--- src/rtl/fb_arbiter.sv ---
// rtl/fb_arbiter.sv - frame-buffer arbiter: pixel write FIFO, scan-out reads and a clear sweep
// sharing one single-port RAM.
module fb_arbiter #(
  parameter int ADDR_WIDTH = 16,
  parameter int DATA_WIDTH = 7,
  parameter int FIFO_DEPTH = 4,
  parameter int FB_WORDS   = 44160
) (
  input  logic                  clk_i,
  input  logic                  rst_i,
  input  logic                  wr_en_i,
  input  logic [ADDR_WIDTH-1:0] wr_addr_i,
  input  logic [DATA_WIDTH-1:0] wr_data_i,
  input  logic                  rd_req_i,
  input  logic [ADDR_WIDTH-1:0] rd_addr_i,
  output logic                  rd_ack_o,
  output logic [DATA_WIDTH-1:0] rd_data_o,
  output logic                  rd_valid_o,
  input  logic                  clr_req_i,
  output logic                  clr_busy_o,
  output logic                  clr_done_o,
  input  logic                  mem_busy_i,
  output logic                  mem_en_o,
  output logic                  mem_we_o,
  output logic [ADDR_WIDTH-1:0] mem_addr_o,
  output logic [DATA_WIDTH-1:0] mem_wdata_o,
  input  logic [DATA_WIDTH-1:0] mem_rdata_i,
  output logic                  fifo_full_o,
  output logic                  overflow_o,
  input  logic                  overflow_clr_i
);
  localparam int PW = $clog2(FIFO_DEPTH);
  localparam int CW = PW + 1;
  localparam logic [CW-1:0]         DEPTH_C = CW'(FIFO_DEPTH);
  localparam logic [ADDR_WIDTH-1:0] LAST_C  = ADDR_WIDTH'(FB_WORDS - 1);

  typedef enum logic {ST_IDLE, ST_CLEAR} state_e;
  typedef enum logic [1:0] {G_NONE, G_FIFO, G_READ, G_CLEAR} grant_e;

  logic [ADDR_WIDTH-1:0] fifo_addr_q [FIFO_DEPTH];
  logic [DATA_WIDTH-1:0] fifo_data_q [FIFO_DEPTH];
  logic [PW-1:0]         wp_q, rp_q;
  logic [CW-1:0]         cnt_q, cnt_d;
  state_e                state_q;
  logic [ADDR_WIDTH-1:0] clr_cnt_q;
  logic                  ovf_q, rdv_q;
  grant_e                grant;
  logic                  full, pop, push, ovf_set;

  assign full = (cnt_q == DEPTH_C);

  // A full FIFO outranks reads so the TIA write path can never stall indefinitely.
  always_comb begin
    grant = G_NONE;
    if (rst_i || mem_busy_i)        grant = G_NONE;
    else if (full)                  grant = G_FIFO;
    else if (rd_req_i)              grant = G_READ;
    else if (cnt_q != '0)           grant = G_FIFO;
    else if (state_q == ST_CLEAR)   grant = G_CLEAR;
  end

  assign pop     = (grant == G_FIFO);
  assign push    = wr_en_i && (!full || pop);
  assign ovf_set = wr_en_i && full && !pop;

  always_comb begin
    cnt_d = cnt_q;
    if (push && !pop)      cnt_d = cnt_q + CW'(1);
    else if (pop && !push) cnt_d = cnt_q - CW'(1);
  end

  always_comb begin
    mem_en_o    = 1'b0;
    mem_we_o    = 1'b0;
    mem_addr_o  = '0;
    mem_wdata_o = '0;
    case (grant)
      G_FIFO: begin
        mem_en_o    = 1'b1;
        mem_we_o    = 1'b1;
        mem_addr_o  = fifo_addr_q[rp_q];
        mem_wdata_o = fifo_data_q[rp_q];
      end
      G_READ: begin
        mem_en_o   = 1'b1;
        mem_addr_o = rd_addr_i;
      end
      G_CLEAR: begin
        mem_en_o   = 1'b1;
        mem_we_o   = 1'b1;
        mem_addr_o = clr_cnt_q;
      end
      default: ;
    endcase
  end

  always_ff @(posedge clk_i) begin
    if (rst_i) begin
      wp_q      <= '0;
      rp_q      <= '0;
      cnt_q     <= '0;
      state_q   <= ST_IDLE;
      clr_cnt_q <= '0;
      ovf_q     <= 1'b0;
      rdv_q     <= 1'b0;
    end else begin
      if (push) begin
        fifo_addr_q[wp_q] <= wr_addr_i;
        fifo_data_q[wp_q] <= wr_data_i;
        wp_q              <= wp_q + PW'(1);
      end
      if (pop) rp_q <= rp_q + PW'(1);
      cnt_q <= cnt_d;
      if (ovf_set)             ovf_q <= 1'b1;
      else if (overflow_clr_i) ovf_q <= 1'b0;
      rdv_q <= (grant == G_READ);
      case (state_q)
        ST_IDLE: if (clr_req_i) begin
          state_q   <= ST_CLEAR;
          clr_cnt_q <= '0;
        end
        ST_CLEAR: if (grant == G_CLEAR) begin
          clr_cnt_q <= clr_cnt_q + ADDR_WIDTH'(1);
          if (clr_cnt_q == LAST_C) state_q <= ST_IDLE;
        end
        default: state_q <= ST_IDLE;
      endcase
    end
  end

  // Masking with rst_i keeps a read abandoned by reset from ever showing valid data.
  assign rd_valid_o  = rdv_q && !rst_i;
  assign rd_data_o   = rd_valid_o ? mem_rdata_i : '0;
  assign rd_ack_o    = (grant == G_READ);
  assign clr_busy_o  = (state_q == ST_CLEAR);
  assign clr_done_o  = (grant == G_CLEAR) && (clr_cnt_q == LAST_C);
  assign fifo_full_o = full;
  assign overflow_o  = ovf_q;
endmodule

--- config.mk ---
export PLATFORM = sky130hd
export DESIGN_NAME = fb_arbiter
export DESIGN_NICKNAME = d
export VERILOG_FILES = /design/src/rtl/fb_arbiter.sv
export SDC_FILE = /design/constraint.sdc
export NUM_CORES = 1
export LEC_CHECK = 0
export ABC_AREA = 1
export CAP_MARGIN = 20
export CORE_MARGIN = 2
export CORE_UTILIZATION = 60
export CTS_CLUSTER_SIZE = 28
export DETAILED_ROUTE_END_ITERATION = 16
export DONT_BUFFER_PORTS = 1
export PLACE_DENSITY = 0.83
export SYNTH_ARGS = -nofsm -noshare
export SYNTH_HDL_FRONTEND = slang
export SYNTH_SLANG_ARGS = --single-unit
--- constraint.sdc ---
create_clock -name clk_i -period 4.9 [get_ports clk_i]
set_input_delay 0.735 -clock clk_i [delete_from_list [all_inputs] [get_ports clk_i]]
set_output_delay 0.735 -clock clk_i [all_outputs]
set_load 0.02 [all_outputs]
==> impl_metrics.tcl, run 1 <==
set metrics [dict create \
    fp-row-count 34 \
    root_buffer "clkbuf_8" \
    irDropWorstVdd_v 0.0002977 \
    syn_inst 558 \
    cts_buffers 17 \
    relSlewSlack_pct 45.62 \
    grt_pass1_wl_um 19670 \
    crit_fanout 47 \
    ios 91 \
    rr_startpoint "clr_busy_o$_SDFF_PP0_" \
    grt_overflow_total 0 \
    synth_seq_area_share_pct 61.06 \
    drtIter0Drc 430 \
    initial_core_util_pct 62.11 \
    synth-seq-cells 120 \
    async_flop_share_pct 0 \
    final_layout_size_suffix_gt1_share_pct 10.70 \
    port-buffer-count 0 \
    power.leakage_nw 2.212 \
    slowest_stage "clkinv_1" \
    antenna_found_initial 0 \
    final_common_cell "nand2_1" \
    die_h_um 99.24 \
    clock_path_buffers 2 \
    endpoint_kind "output port" \
    ctsResizeCount 0 \
    core_um2 8763 \
    cp_cell_sequence "buf_4 > clkinv_1 > buf_16 > nor2_1 > o22ai_1 > nand2_1 > nand3_1" \
    area_growth_pct 11.61 \
    maxCapViolations 0 \
    clk_pin_slew_ps 60 \
    ys_types 35 \
    max_freq_mhz 277.0 \
    syn_nets 618 \
    vias 4128 \
    num_antenna_cells 0 \
    clkSinkCount 120 \
    synth-main-ff-cell "edfxtp_1" \
    yosys_warnings 0 \
    avgSynthCellArea_um2 9.754 \
    setup_violations 0 \
    grt_pass1_vias 3943 \
    drc 0 \
    synth_edf_count 92 \
    die-area_um2 9849 \
    clk_latency_ps 530 \
    power_density_nw_per_um2 432.0 \
    hold_slack_ps 273.5 \
    final_cell_mix "93 x nand2_1, 92 x edfxtp_1, 91 x nor2_1" \
    cts_tree "done" \
    wl_per_cell_um 18.90 \
    drt-vias-per-instance 6.088 \
    grt_max_degree 48 \
    hp-class "input pin to register" \
    path_class "register to output port" \
    dpl.hpwl_um 8323 \
    tns_ps 0 \
    die_x_um 99.24 \
    start_kind "register" \
    cts_max_level 4 \
    cts_setup_buffers 0 \
    routabilityCongestion 0.8686 \
    final-max-slew-violation-count 0 \
    firstDrtPassIters 5 \
    cts_hold_buf 0 \
    min_period_ps 3611 \
    regArea_um2 3323 \
    hold_viol_final 0 \
    fillers 586 \
    finalClockSkew_ps 9.392 \
    routed_wirelength_um 12820 \
    grt_setup_unrepaired "false" \
    synth_area_um2 5443 \
    final_antenna_net_count 0 \
    track_usage_pct 26.52 \
    cpPeakStageDelay_ps 640 \
    period_share_pct 73.69 \
    status "finished, final reports clean" \
    hold_path_startpoint "rst_i" \
    tightest_slew_ps 814.7 \
    fin_nets 617 \
    crit_arrival_ps 2880 \
    cp_data_required_time_ps 4160 \
    multi_input_area_um2 1831 \
]
-- where the power goes --
part           switching [W]  total [W]  internal (W)
combinational       0.000206   0.000278     0.0000718
clock               0.000485    0.00117      0.000689
sequential         0.0000280    0.00117       0.00114
-- worst paths after layout --
check                                   end  slack [ps]  cells past startpoint
hold reg to reg       cnt_q[1]$_SDFFE_PP0P_         530                      2
hold / removal    clr_cnt_q[4]$_SDFFE_PP0P_         270                      1
setup reg to reg      cnt_q[2]$_SDFFE_PP0P_        2410                     13
setup / recovery             mem_addr_o[11]        1290                      7
-- layer usage --
layer	routed length, um	global-route usage [%]	vias to the layer above
met5	0	0	-
met4	294	11.06	0
met3	1450	9.065	31
met2	6100	41.84	251
met1	4970	33.83	1937
li1	-	-	1909
-- area by class of cell --
cell class              count  share of cell area [%]
clock buffers              17                   6.818
clock inverters            15                   2.533
inverters                  40                   2.513
multi-input cells         372                   30.13
flip-flops and latches    120                   54.71
well taps                 108                   2.225
repair buffers              6                   1.071
-- Yosys cell counts, types with 3 or more instances --
cell	number	area, um^2
a21oi_1	30	150.1
buf_2	5	25.02
buf_6	5	56.30
clkbuf_1	13	48.80
dfxtp_1	28	560.5
edfxtp_1	92	2763
ha_1	6	75.07
inv_1	35	131.4
inv_2	3	11.26
nand2_1	93	349.1
nand3_1	43	215.2
nand4_1	5	31.28
nor2_1	95	356.6
nor2_4	3	33.78
nor3_1	3	15.01
o21ai_0	57	285.3
o22ai_1	16	100.1
-- registers in the layout (all words and copies together) (netlist names), named ones only --
| register | cells |
|---|---|
| fifo_addr_q | 64 |
| fifo_data_q | 28 |
| clr_cnt_q | 16 |
| cnt_q | 3 |
| rp_q | 2 |
| wp_q | 2 |
| clr_busy_o | 1 |
| overflow_o | 1 |
| rdv_q | 1 |
-- critical path: cells and delay by family (launching register included) --
| kind | cells | cell delay, ps |
|---|---|---|
| flip-flops | 1 | 300 |
| AND/OR/NAND/NOR | 3 | 490 |
| buffers and inverters | 3 | 1400 |
| AO/OA/AOI/OAI | 1 | 140 |
-- logic make-up (layout without fill, tap and decap cells) --
logic type	Yosys count	after routing	share of synthesized area, %
flops	120	120	61.06
fa+ha+maj	7	7	1.747
compound gates	108	108	10.48
buf+inv	66	78	5.494
xor+xnor	4	4	0.6438
simple gates	253	253	20.57
-- per-stage QoR --
stage                     cells  total power [W]  area, um^2  util, %  setup WS [ps]
after floorplan             558         0.001408        5443        -           2015
after global placement      645         0.001446        5479    62.52           1561
after detailed placement    645         0.001459        5479    62.52           1499
after CTS                   677         0.002619        6047    69.00          934.1
after global routing        678         0.002717        6075    69.32           1122
final                       678         0.002624        6075    69.32           1289
No activity file was read; power rests on OpenSTA's default activity.
==> run 2, diff against run 1 <==
- clock period: 4.9 -> 3.7 ns (I/O delays scaled with it)
==> impl_metrics.tcl, run 2 (synthesis results as in run 1) <==
set metrics [dict create \
    status "finished, final reports clean" \
    p_clk_share_pct 46.3 \
    routed_wirelength_um 12380 \
    num_antenna_cells 0 \
    drt-vias-per-instance 5.976 \
    cp_cell_sequence "inv_1 > o21ai_0 > o22ai_1 > nand2_1 > nand3_1" \
    cpPeakStageDelay_ps 890 \
    fp-row-count 34 \
    grt_overflow_total 0 \
    dpl.hpwl_um 7493 \
    final-max-slew-violation-count 0 \
    start_kind "register" \
    final_layout_size_suffix_gt1_share_pct 10.70 \
    crit_arrival_ps 2780 \
    min_period_ps 3336 \
    clk_latency_ps 520 \
    regMostFlops "fifo_addr_q" \
    largestRegisters "fifo_addr_q x64, fifo_data_q x28, clr_cnt_q x16" \
    power.leakage_nw 2.230 \
    r2r_setup_slack_ps 1240 \
    p_total_w 0.003561 \
    die-area_um2 9849 \
    switching_share_pct 27.10 \
    busiest_layer "met2" \
    die_x_um 99.24 \
    clock_path_buffers 2 \
    ios 91 \
    cp_data_required_time_ps 3140 \
    cts_setup_buffers 0 \
    tns_ps 0 \
    max_freq_mhz 299.8 \
    relSlewSlack_pct 42.03 \
    grt_pass1_vias 3918 \
    grt_pass1_wl_um 19230 \
    period_share_pct 90.15 \
    clk_pin_slew_ps 60 \
    grt_setup_unrepaired "false" \
    endpoint_kind "output port" \
    combPwrFrac_pct 10.2 \
    ctsResizeCount 0 \
    hold_viol_final 0 \
    seqPwrFrac_pct 43.5 \
    rr_worst_depth 13 \
    irDropWorstVdd_v 0.0004171 \
    track_usage_pct 25.38 \
    drtIter0Drc 320 \
    p_sw_w 0.0009651 \
    port-buffer-count 0 \
    grt_max_degree 47 \
    firstDrtPassIters 5 \
    tightest_slew_ps 868.3 \
    rr_startpoint "clr_busy_o$_SDFF_PP0_" \
    clkSinkCount 120 \
    largest_register_ffs 64 \
    drc 0 \
    path_class "register to output port" \
    reg2reg_to "cnt_q[2]$_SDFFE_PP0P_" \
    power_density_nw_per_um2 584.2 \
    p_int_w 0.002596 \
    whs_path_depth 1 \
    initial_core_util_pct 62.11 \
    finalClockSkew_ps 7.521 \
    cts_tree "done" \
    dp_slack_ps 823.5 \
    cts_max_level 4 \
    final_common_cell "nand2_1" \
    hold_end "overflow_o$_SDFFE_PP0P_" \
    cts_buffers 17 \
    wl_per_cell_um 18.26 \
    worst_slack_ps 364.3 \
    hold_path_startpoint "rst_i" \
    setup_violations 0 \
    hp-class "input pin to register" \
    maxCapViolations 0 \
    use_met1_pct 32.57 \
    final_antenna_net_count 0 \
    crit_fanout 24 \
    die_h_um 99.24 \
    core_um2 8763 \
    final_cell_mix "93 x nand2_1, 92 x edfxtp_1, 91 x nor2_1" \
    fillers 608 \
    grtUsageMet3_pct 8.011 \
    grt_use_met2_pct 39.76 \
    fin_nets 617 \
    cts_hold_buf 0 \
    slowest_stage "dfxtp_1" \
    root_buffer "clkbuf_8" \
    antenna_found_initial 0 \
    vias 4052 \
    routabilityCongestion 0.8977 \
    area_growth_pct 12.00 \
]
[run 2: changes by cell type in the layout (fill, tap and decap cells not counted)]
cell	previous run	this run
bufinv_16	1	2
inv_6	6	5
clkinvlp_4	3	1
buf_12	0	1
buf_16	1	0
inv_8	2	4
[run 2: stage by stage]
stage | cell area (um^2) | hold WS [ps] | instances | utilization, %
finish | 6096 | 97.54 | 678 | 69.56
global route | 6096 | 77.79 | 678 | 69.56
CTS | 6076 | 86.15 | 677 | 69.33
detailed placement | 5479 | 494.9 | 645 | 62.52
global placement | 5479 | 490.2 | 645 | 62.52
floorplan | 5443 | 464.8 | 558 | -
[run 2: worst max-delay path by stage]
| stage | from | endpoint | cells after the start |
|---|---|---|---|
| after floorplan | rst_i | fifo_addr_q[0][0]$_DFFE_PP_ | 8 |
| after global placement | register | mem_wdata_o[1] | 4 |
| after detailed placement | register | mem_addr_o[0] | 5 |
| after CTS | register | mem_addr_o[0] | 5 |
| after global routing | register | mem_addr_o[13] | 5 |
| final | register | mem_addr_o[0] | 5 |
[run 2: final cells by class]
cell class,count,area (um^2),share of cell area [%]
Clock buffer,17,414.1,6.794
Clock inverter,15,182.7,2.997
Tap cell,108,135.1,2.217
Sequential cell,120,3323,54.52
Timing Repair Buffer,6,57.56,0.9442
Multi-Input combinational cell,372,1831,30.03
Inverter,40,152.6,2.504
[run 2: per-layer routing]
metal,vias to the layer above,part of all wire (%)
met5,-,0
met4,0,2.9
met3,33,9.1
met2,215,49
met1,1899,39
li1,1905,-
[run 2: power groups by stage]
| stage | Combinational, W | Sequential, W | Clock [W] |
|---|---|---|---|
| final | 0.000364 | 0.00155 | 0.00165 |
| after global routing | 0.000398 | 0.00155 | 0.00173 |
| after CTS | 0.000357 | 0.00155 | 0.00166 |
| after detailed placement | 0.000353 | 0.00158 | 0 |
| after global placement | 0.000344 | 0.00157 | 0 |
| after floorplan | 0.000295 | 0.00157 | 0 |
[run 2: worst max-delay path: cells and delay by family (launching register included)]
kind,cells,cell delay [ps]
DFF,1,890
buffers and inverters,1,620
AOI/OAI and AO/OA,2,430
and+or+nand+nor,2,330
